===== src/rtl/button_op_scheduler.sv =====
// button_op_scheduler: four debounced buttons arbitrated round-robin onto one shared LED counter.
// Each accepted press becomes a pending request; one request is served per GRANT, followed by a cooldown.
module button_op_scheduler #(
  parameter int CNT_W        = 4,
  parameter int DEBOUNCE_CYC = 16,
  parameter int COOLDOWN_CYC = 4
) (
  input  logic             clk,
  input  logic             rst_n,
  input  logic [3:0]       btn,
  input  logic [CNT_W-1:0] sw,
  output logic [CNT_W-1:0] led,
  output logic [3:0]       grant,
  output logic             busy,
  output logic             dropped
);
  localparam int DW = $clog2(DEBOUNCE_CYC);
  localparam int CW = $clog2(COOLDOWN_CYC + 1);
  typedef enum logic [1:0] {IDLE, GRANT, COOLDOWN} state_t;
  state_t        state;
  logic [3:0]    sync1, sync2, stable, stable_d, pending, rise, clr;
  logic [DW-1:0] db_cnt [4];
  logic [CW-1:0] cd;
  logic [1:0]    rr, win;
  assign rise = stable & ~stable_d;
  assign clr  = (state == GRANT) ? grant : 4'b0;
  // scan downward so the nearest pending index at or after rr wins
  always_comb begin
    win = rr;
    for (int k = 3; k >= 0; k--)
      if (pending[rr + 2'(k)]) win = rr + 2'(k);
  end
  always_ff @(posedge clk or negedge rst_n) begin
    if (!rst_n) begin
      sync1    <= '0;
      sync2    <= '0;
      stable   <= '0;
      stable_d <= '0;
      for (int i = 0; i < 4; i++) db_cnt[i] <= '0;
    end else begin
      sync1    <= btn;
      sync2    <= sync1;
      stable_d <= stable;
      for (int i = 0; i < 4; i++)
        if (sync2[i] == stable[i]) db_cnt[i] <= '0;
        else if (db_cnt[i] == DW'(DEBOUNCE_CYC - 1)) begin
          stable[i] <= ~stable[i];
          db_cnt[i] <= '0;
        end else db_cnt[i] <= db_cnt[i] + 1'b1;
    end
  end
  // a new press wins over the grant clearing the same request
  always_ff @(posedge clk or negedge rst_n) begin
    if (!rst_n) begin
      pending <= '0;
      dropped <= 1'b0;
    end else begin
      pending <= (pending & ~clr) | rise;
      dropped <= dropped | (|(rise & pending & ~clr));
    end
  end
  always_ff @(posedge clk or negedge rst_n) begin
    if (!rst_n) begin
      state <= IDLE;
      grant <= '0;
      busy  <= 1'b0;
      rr    <= '0;
      cd    <= '0;
      led   <= '0;
    end else begin
      case (state)
        IDLE: if (|pending) begin
          state <= GRANT;
          grant <= 4'b1 << win;
          busy  <= 1'b1;
          rr    <= win + 2'd1;
        end
        GRANT: begin
          state <= COOLDOWN;
          grant <= '0;
          cd    <= '0;
          led   <= grant[0] ? led + 1'b1 : grant[1] ? led - 1'b1 : grant[2] ? '0 : sw;
        end
        COOLDOWN: if (cd == CW'(COOLDOWN_CYC - 1)) begin
          state <= IDLE;
          busy  <= 1'b0;
        end else cd <= cd + 1'b1;
        default: state <= IDLE;
      endcase
    end
  end
endmodule


===== config.mk =====
export PLATFORM = sky130hd
export DESIGN_NAME = button_op_scheduler
export DESIGN_NICKNAME = d
export VERILOG_FILES = /design/src/rtl/button_op_scheduler.sv
export SDC_FILE = /design/constraint.sdc
export NUM_CORES = 1
export LEC_CHECK = 0
export BUFFER_PORTS_ARGS = -buffer_cell sky130_fd_sc_hd__buf_2
export CORE_ASPECT_RATIO = 0.5
export CORE_UTILIZATION = 54
export CTS_BUF_LIST = sky130_fd_sc_hd__clkbuf_2
export DETAILED_ROUTE_END_ITERATION = 8
export PLACE_DENSITY = 0.76
export SLEW_MARGIN = 30
export SYNTH_ARGS = -nofsm -noshare
export SYNTH_HDL_FRONTEND = slang
export SYNTH_SLANG_ARGS = --single-unit

===== constraint.sdc =====
create_clock -name clk -period 1.55 [get_ports clk]
set_clock_uncertainty 0.15 [all_clocks]
set_input_delay 0 -clock clk [delete_from_list [all_inputs] [get_ports clk]]
set_output_delay 0 -clock clk [all_outputs]
set_load 0.01 [all_outputs]

### Yosys cells after proc, flatten, opt, wreduce, memory -nomap -nowiden

Cells that the tools add are included.

| operators by class | value |
|---|---|
| add/sub/neg operators | 11 |
| $lt $le $gt $ge | 4 |
| eq/ne operators | 14 |
| shift operators | 1 |
| multiplexer cells | 34 |
| bitwise operators | 16 |
| reductions and logical operators | 15 |

Operators by type and width:

| operator | number |
|---|---|
| $mux W4 | 13 |
| $add A4 B1 Y4 const B | 5 |
| $and A4 B4 Y4 | 4 |
| $eq A4 B4 Y1 const B | 4 |
| $reduce_and A2 Y1 | 8 |
| $lt A2 B3 Y1 const B | 4 |
| $mux W2 | 6 |
| $bmux W1 S2 | 4 |
| $not A1 Y1 | 8 |
| $not A4 Y4 | 2 |
| $pmux W4 S2 | 1 |
| $reduce_or A4 Y1 | 2 |
| $mux W1 | 6 |
| $ne A2 B2 Y1 const B | 3 |
| $pmux W2 S3 | 1 |
| $pmux W3 S2 | 1 |
| $reduce_bool A2 Y1 | 3 |
| $add A2 B1 Y2 const B | 2 |
| $add A2 B2 Y2 const B | 2 |
| $eq A1 B1 Y1 | 4 |
| $or A4 B4 Y4 | 1 |
| $shl A1 B2 Y4 const A | 1 |
| $sub A4 B1 Y4 const B | 1 |
| $add A3 B1 Y3 const B | 1 |
| 8 further kinds | 8 |

| word-level totals | value |
|---|---|
| flip-flop bits (word level) | 53 |
| output and inout port bits | 10 |
| logic and storage cells | 114 |

### Longest topological paths before layout

| depth | value |
|---|---|
| word-level depth | 10 |
| depth in mapped cells | 6 |
| gate-level depth less buffers | 6 |

### Least setup slack after synthesis

No wires, ideal clock.

| timing path | value |
|---|---|
| kind | flip-flop to flip-flop |
| start | register led[0] |
| end | register led[1] |
| library setup time | 0.126 ns |
| arrival time | 1.250 ns |
| data required time | 1.274 ns |
| setup slack | 0.024 ns |
| stages on the path, launching flop included | 7 |
| cell sequence | dfrtp_1 inv_1 ha_1 inv_1 a221oi_1 a211o_1 o21ai_0 |

| between the ends | value |
|---|---|
| cells in the longest elaborated chain, start to end | 3 |

RTL lines:

| what | RTL line | RTL |
|---|---|---|
| start: declaration | 12 | `output logic [CNT_W-1:0] led,` |
| start signal: assignment | 82 | `led <= grant[0] ? led + 1'b1 : grant[1] ? led - 1'b1 : grant[2] ? '0 : sw;` |
| $sub A4 B1 Y4 | 82 |  |
| $mux W4 | 82 |  |
| $mux W4 * | 82 |  |

Every way passes the cells marked *; elsewhere a longest branch is shown, timed or not.
A chain may end at the register's enable or synchronous reset.

### Worst setup path after layout

| timing path | value |
|---|---|
| start | register pending[2] |
| end | register rr[1] |

| between the ends | value |
|---|---|
| cells in the longest elaborated chain, start to end | 7 |

RTL lines:

| what | RTL line | RTL |
|---|---|---|
| start: declaration | 21 | `logic [3:0] sync1, sync2, stable, stable_d, pending, rise, clr;` |
| start signal: assignment | 58 | `pending <= (pending & ~clr) \| rise;` |
| $bmux W1 S2 | 31 | `if (pending[rr + 2'(k)]) win = rr + 2'(k);` |
| $mux W1 (implied by the code) | 31 |  |
| $mux W2 (4 in a row) | 31 |  |
| $add A2 B1 Y2 | 76 | `rr <= win + 2'd1;` |
| end signal: assignment | 76 |  |
| end: declaration | 24 | `logic [1:0] rr, win;` |

Parallel ways exist; a longest one is shown, timed or not. The select of a mux whose other input is x is not followed.

==> results.toml <==
[outcome]
status = "finished with violations"
failed_checks = "negative setup slack"

[placement]
post_dp_cell_area_sq_mm = 0.00262
dpl.hpwl_mm = 3.03
place_ws_ns = -0.0502
io_buffer_count = 19
dp_cells = 302
gp_congestion = 0.914

[floorplan]
dieArea_sq_mm = 0.00464
rows = 16
io_pins = 20
dieWidth_microns = 95.3
start_util_pct = 58.2
fp.dieH_microns = 48.7
core-area_sq_mm = 0.00404

[synthesis]
ys_seq_area_share_pct = 56.4
ys_async_sr_fraction_pct = 100
syn_area_sq_mm = 0.00235
ys_seq_elements = 53
yosysMostFrequentCell = "dfrtp_1"
synth_edf_count = 0
synth_area_leaders = "dfrtp_1 56%, ha_1 4.3%, o21ai_0 4.3%"
yosys.area.top_type = "dfrtp_1"
yosys_warnings = 0
syn_inst = 217
syn-num-nets = 235
synth_cell_types = 43
synthFlopType = "dfrtp_1"
synth_top_area_share_pct = 56.4
postSynthAreaPerCell_sq_um = 10.8
synth_common_cells = "53 x dfrtp_1, 21 x nand2_1, 20 x o21ai_0"

[global_routing]
grt_overflow = 0
first_global_vias = 1696
grt_use_total_pct = 21.1
grt_max_degree = 54
grt_pass1_wl_mm = 7.41
antenna_found_initial = 0

[route]
dr.pass1.iters = 5
totalWireLength_mm = 4.33
num_vias = 1790
ant_nets = 0
wl_per_cell_microns = 13.2
drc = 0
viasPerCell = 5.44
drtIter0Drc = 70

[min_path]
hp-class = "in -> reg"

[pwr]
p_leak_nw = 1.37
powerDensity_mw_per_mm2 = 1230
report.power.total_mw = 3.63
ir_drop_mv = 0.503

[setup_path]
worstPathArrival_ns = 1.83
path_max_fanout = 6
crit_required_ns = 1.79
crit_type = "reg -> reg"
cp-end-kind = "register"
worstSetupStartpointType = "register"

[cells_and_area]
num-nets-final = 292
drive_gt1_share_pct = 25.8
area_delta_synth_final_pct = 25.3
antenna_cells = 0
fillers = 284
seq_area_sq_mm = 0.00133
fin_area_sq_mm = 0.00295
multiInputGateArea_sq_mm = 0.00100
instances_no_fill = 329

[timing]
relSlewSlack_pct = 77.6
period_needed_ns = 1.60
hold_viol_final = 0
max_freq_mhz = 626
setup_slack_ns = -0.0471
rsz0062_at_grt = "true"
fin_crit_sh_pct = 103
setup_viol = 4
max_slew.worst_pin.slew_ns = 0.334
tns_ns = -0.0671
report.final.slew_viol_count = 0

[clocking]
cts-root-buf = "clkbuf_2"
clkSinkCount = 53
htree_num_levels = 2
clk_pin_slew_worst_paths_ns = 0.27
numCtsBuffers = 5
clk_latency_ns = 0.44
clockBufferDepth = 2
tritoncts = "done"

[run]
maxCapViolations = 0
-- metal layers --
metal	part of all wire [%]	vias up	global-route usage, %	routed length, microns
met5	0	-	0	0
met4	1.2	0	6.31	50
met3	3.9	7	5.66	170
met2	50	32	36.1	2160
met1	45	875	26.2	1950
li1	-	876	-	-
-- state kept, by name (all words and copies together), names as in the netlist --
register  cells
dropped       1
sync1         4
pending       4
stable_d      4
cd            3
stable        4
db_cnt       16
led           4
rr            2
busy          1
sync2         4
grant         4
state         2
-- cell type report --
cell class | instances | area share [%]
well taps | 54 | 2.29
inverters | 16 | 2.04
flip-flops and latches | 53 | 45.1
repair buffers | 52 | 13.4
clock buffers | 5 | 0.849
multi-input cells | 146 | 34.0
clock inverters | 3 | 2.33
-- cells by family after synthesis --
kind of cell	after synthesis	share of synthesized area, %
flops	53	56.4
fa+ha+maj	8	4.26
compound gates	48	12.2
buf+inv	18	3.03
xor+xnor	10	3.72
mux	4	1.91
simple gates	76	18.5
-- metrics by stage --
stage,util [%],hold slack [ns]
after floorplan,-,-0.446
after global placement,64.8,-0.141
after detailed placement,64.8,-0.138
after CTS,71.1,0.00970
after global routing,72.9,0.127
final,72.9,0.156
-- where the power goes --
part           switching (mW)  internal, mW  total, mW  leakage, nW
Sequential              0.169          1.56       1.73        0.688
Combinational           0.525         0.482       1.01        0.624
Clock                   0.448         0.439      0.888       0.0536
-- worst max-delay path, cell delays in order, from the launching register on --
cell      delay, ns
dfrtp_2        0.51
or3_4          0.38
nand4b_1       0.14
nand2_2        0.11
nor3_2         0.14
nand3b_1       0.14
-- final timing paths --
kind                       cells past startpoint  startpoint          to  slack (ns)
max                                            5  pending[2]       rr[1]       -0.05
min                                            4       sw[3]      led[3]        0.16
max reg2reg                                    5  pending[2]       rr[1]       -0.05
min reg2reg                                    0    sync1[1]    sync2[1]        0.24
max in group asynchronous                      4       rst_n  pending[3]        0.54
min in group asynchronous                      4       rst_n    sync1[1]        0.45
-- what timing repair did --
item	in CTS	in global routing
gates resized for setup	3	15
hold buffers	13	1
pin swaps	2	4
setup endpoints to repair	6	11
endpoints found under the hold margin	61	1
buffers inserted	4	1
-- layout by cell type (no fill, tap or decap), types with 3 or more instances in the layout --
master         count
dlygate4sd3_1     14
ha_1               6
buf_4             17
nand3_1            5
dfrtp_1           50
inv_1             12
nand4b_1           8
o21ai_1            3
nor3_1             3
buf_2             19
nor2_1            12
nand2_1           21
clkbuf_2           5
dfrtp_2            3
xnor2_1            8
nor2b_1            5
nor3b_1            4
mux2_2             4
inv_2              3
a21oi_1           13
o21ai_0           17
No activity file was read; power rests on OpenSTA's default activity.
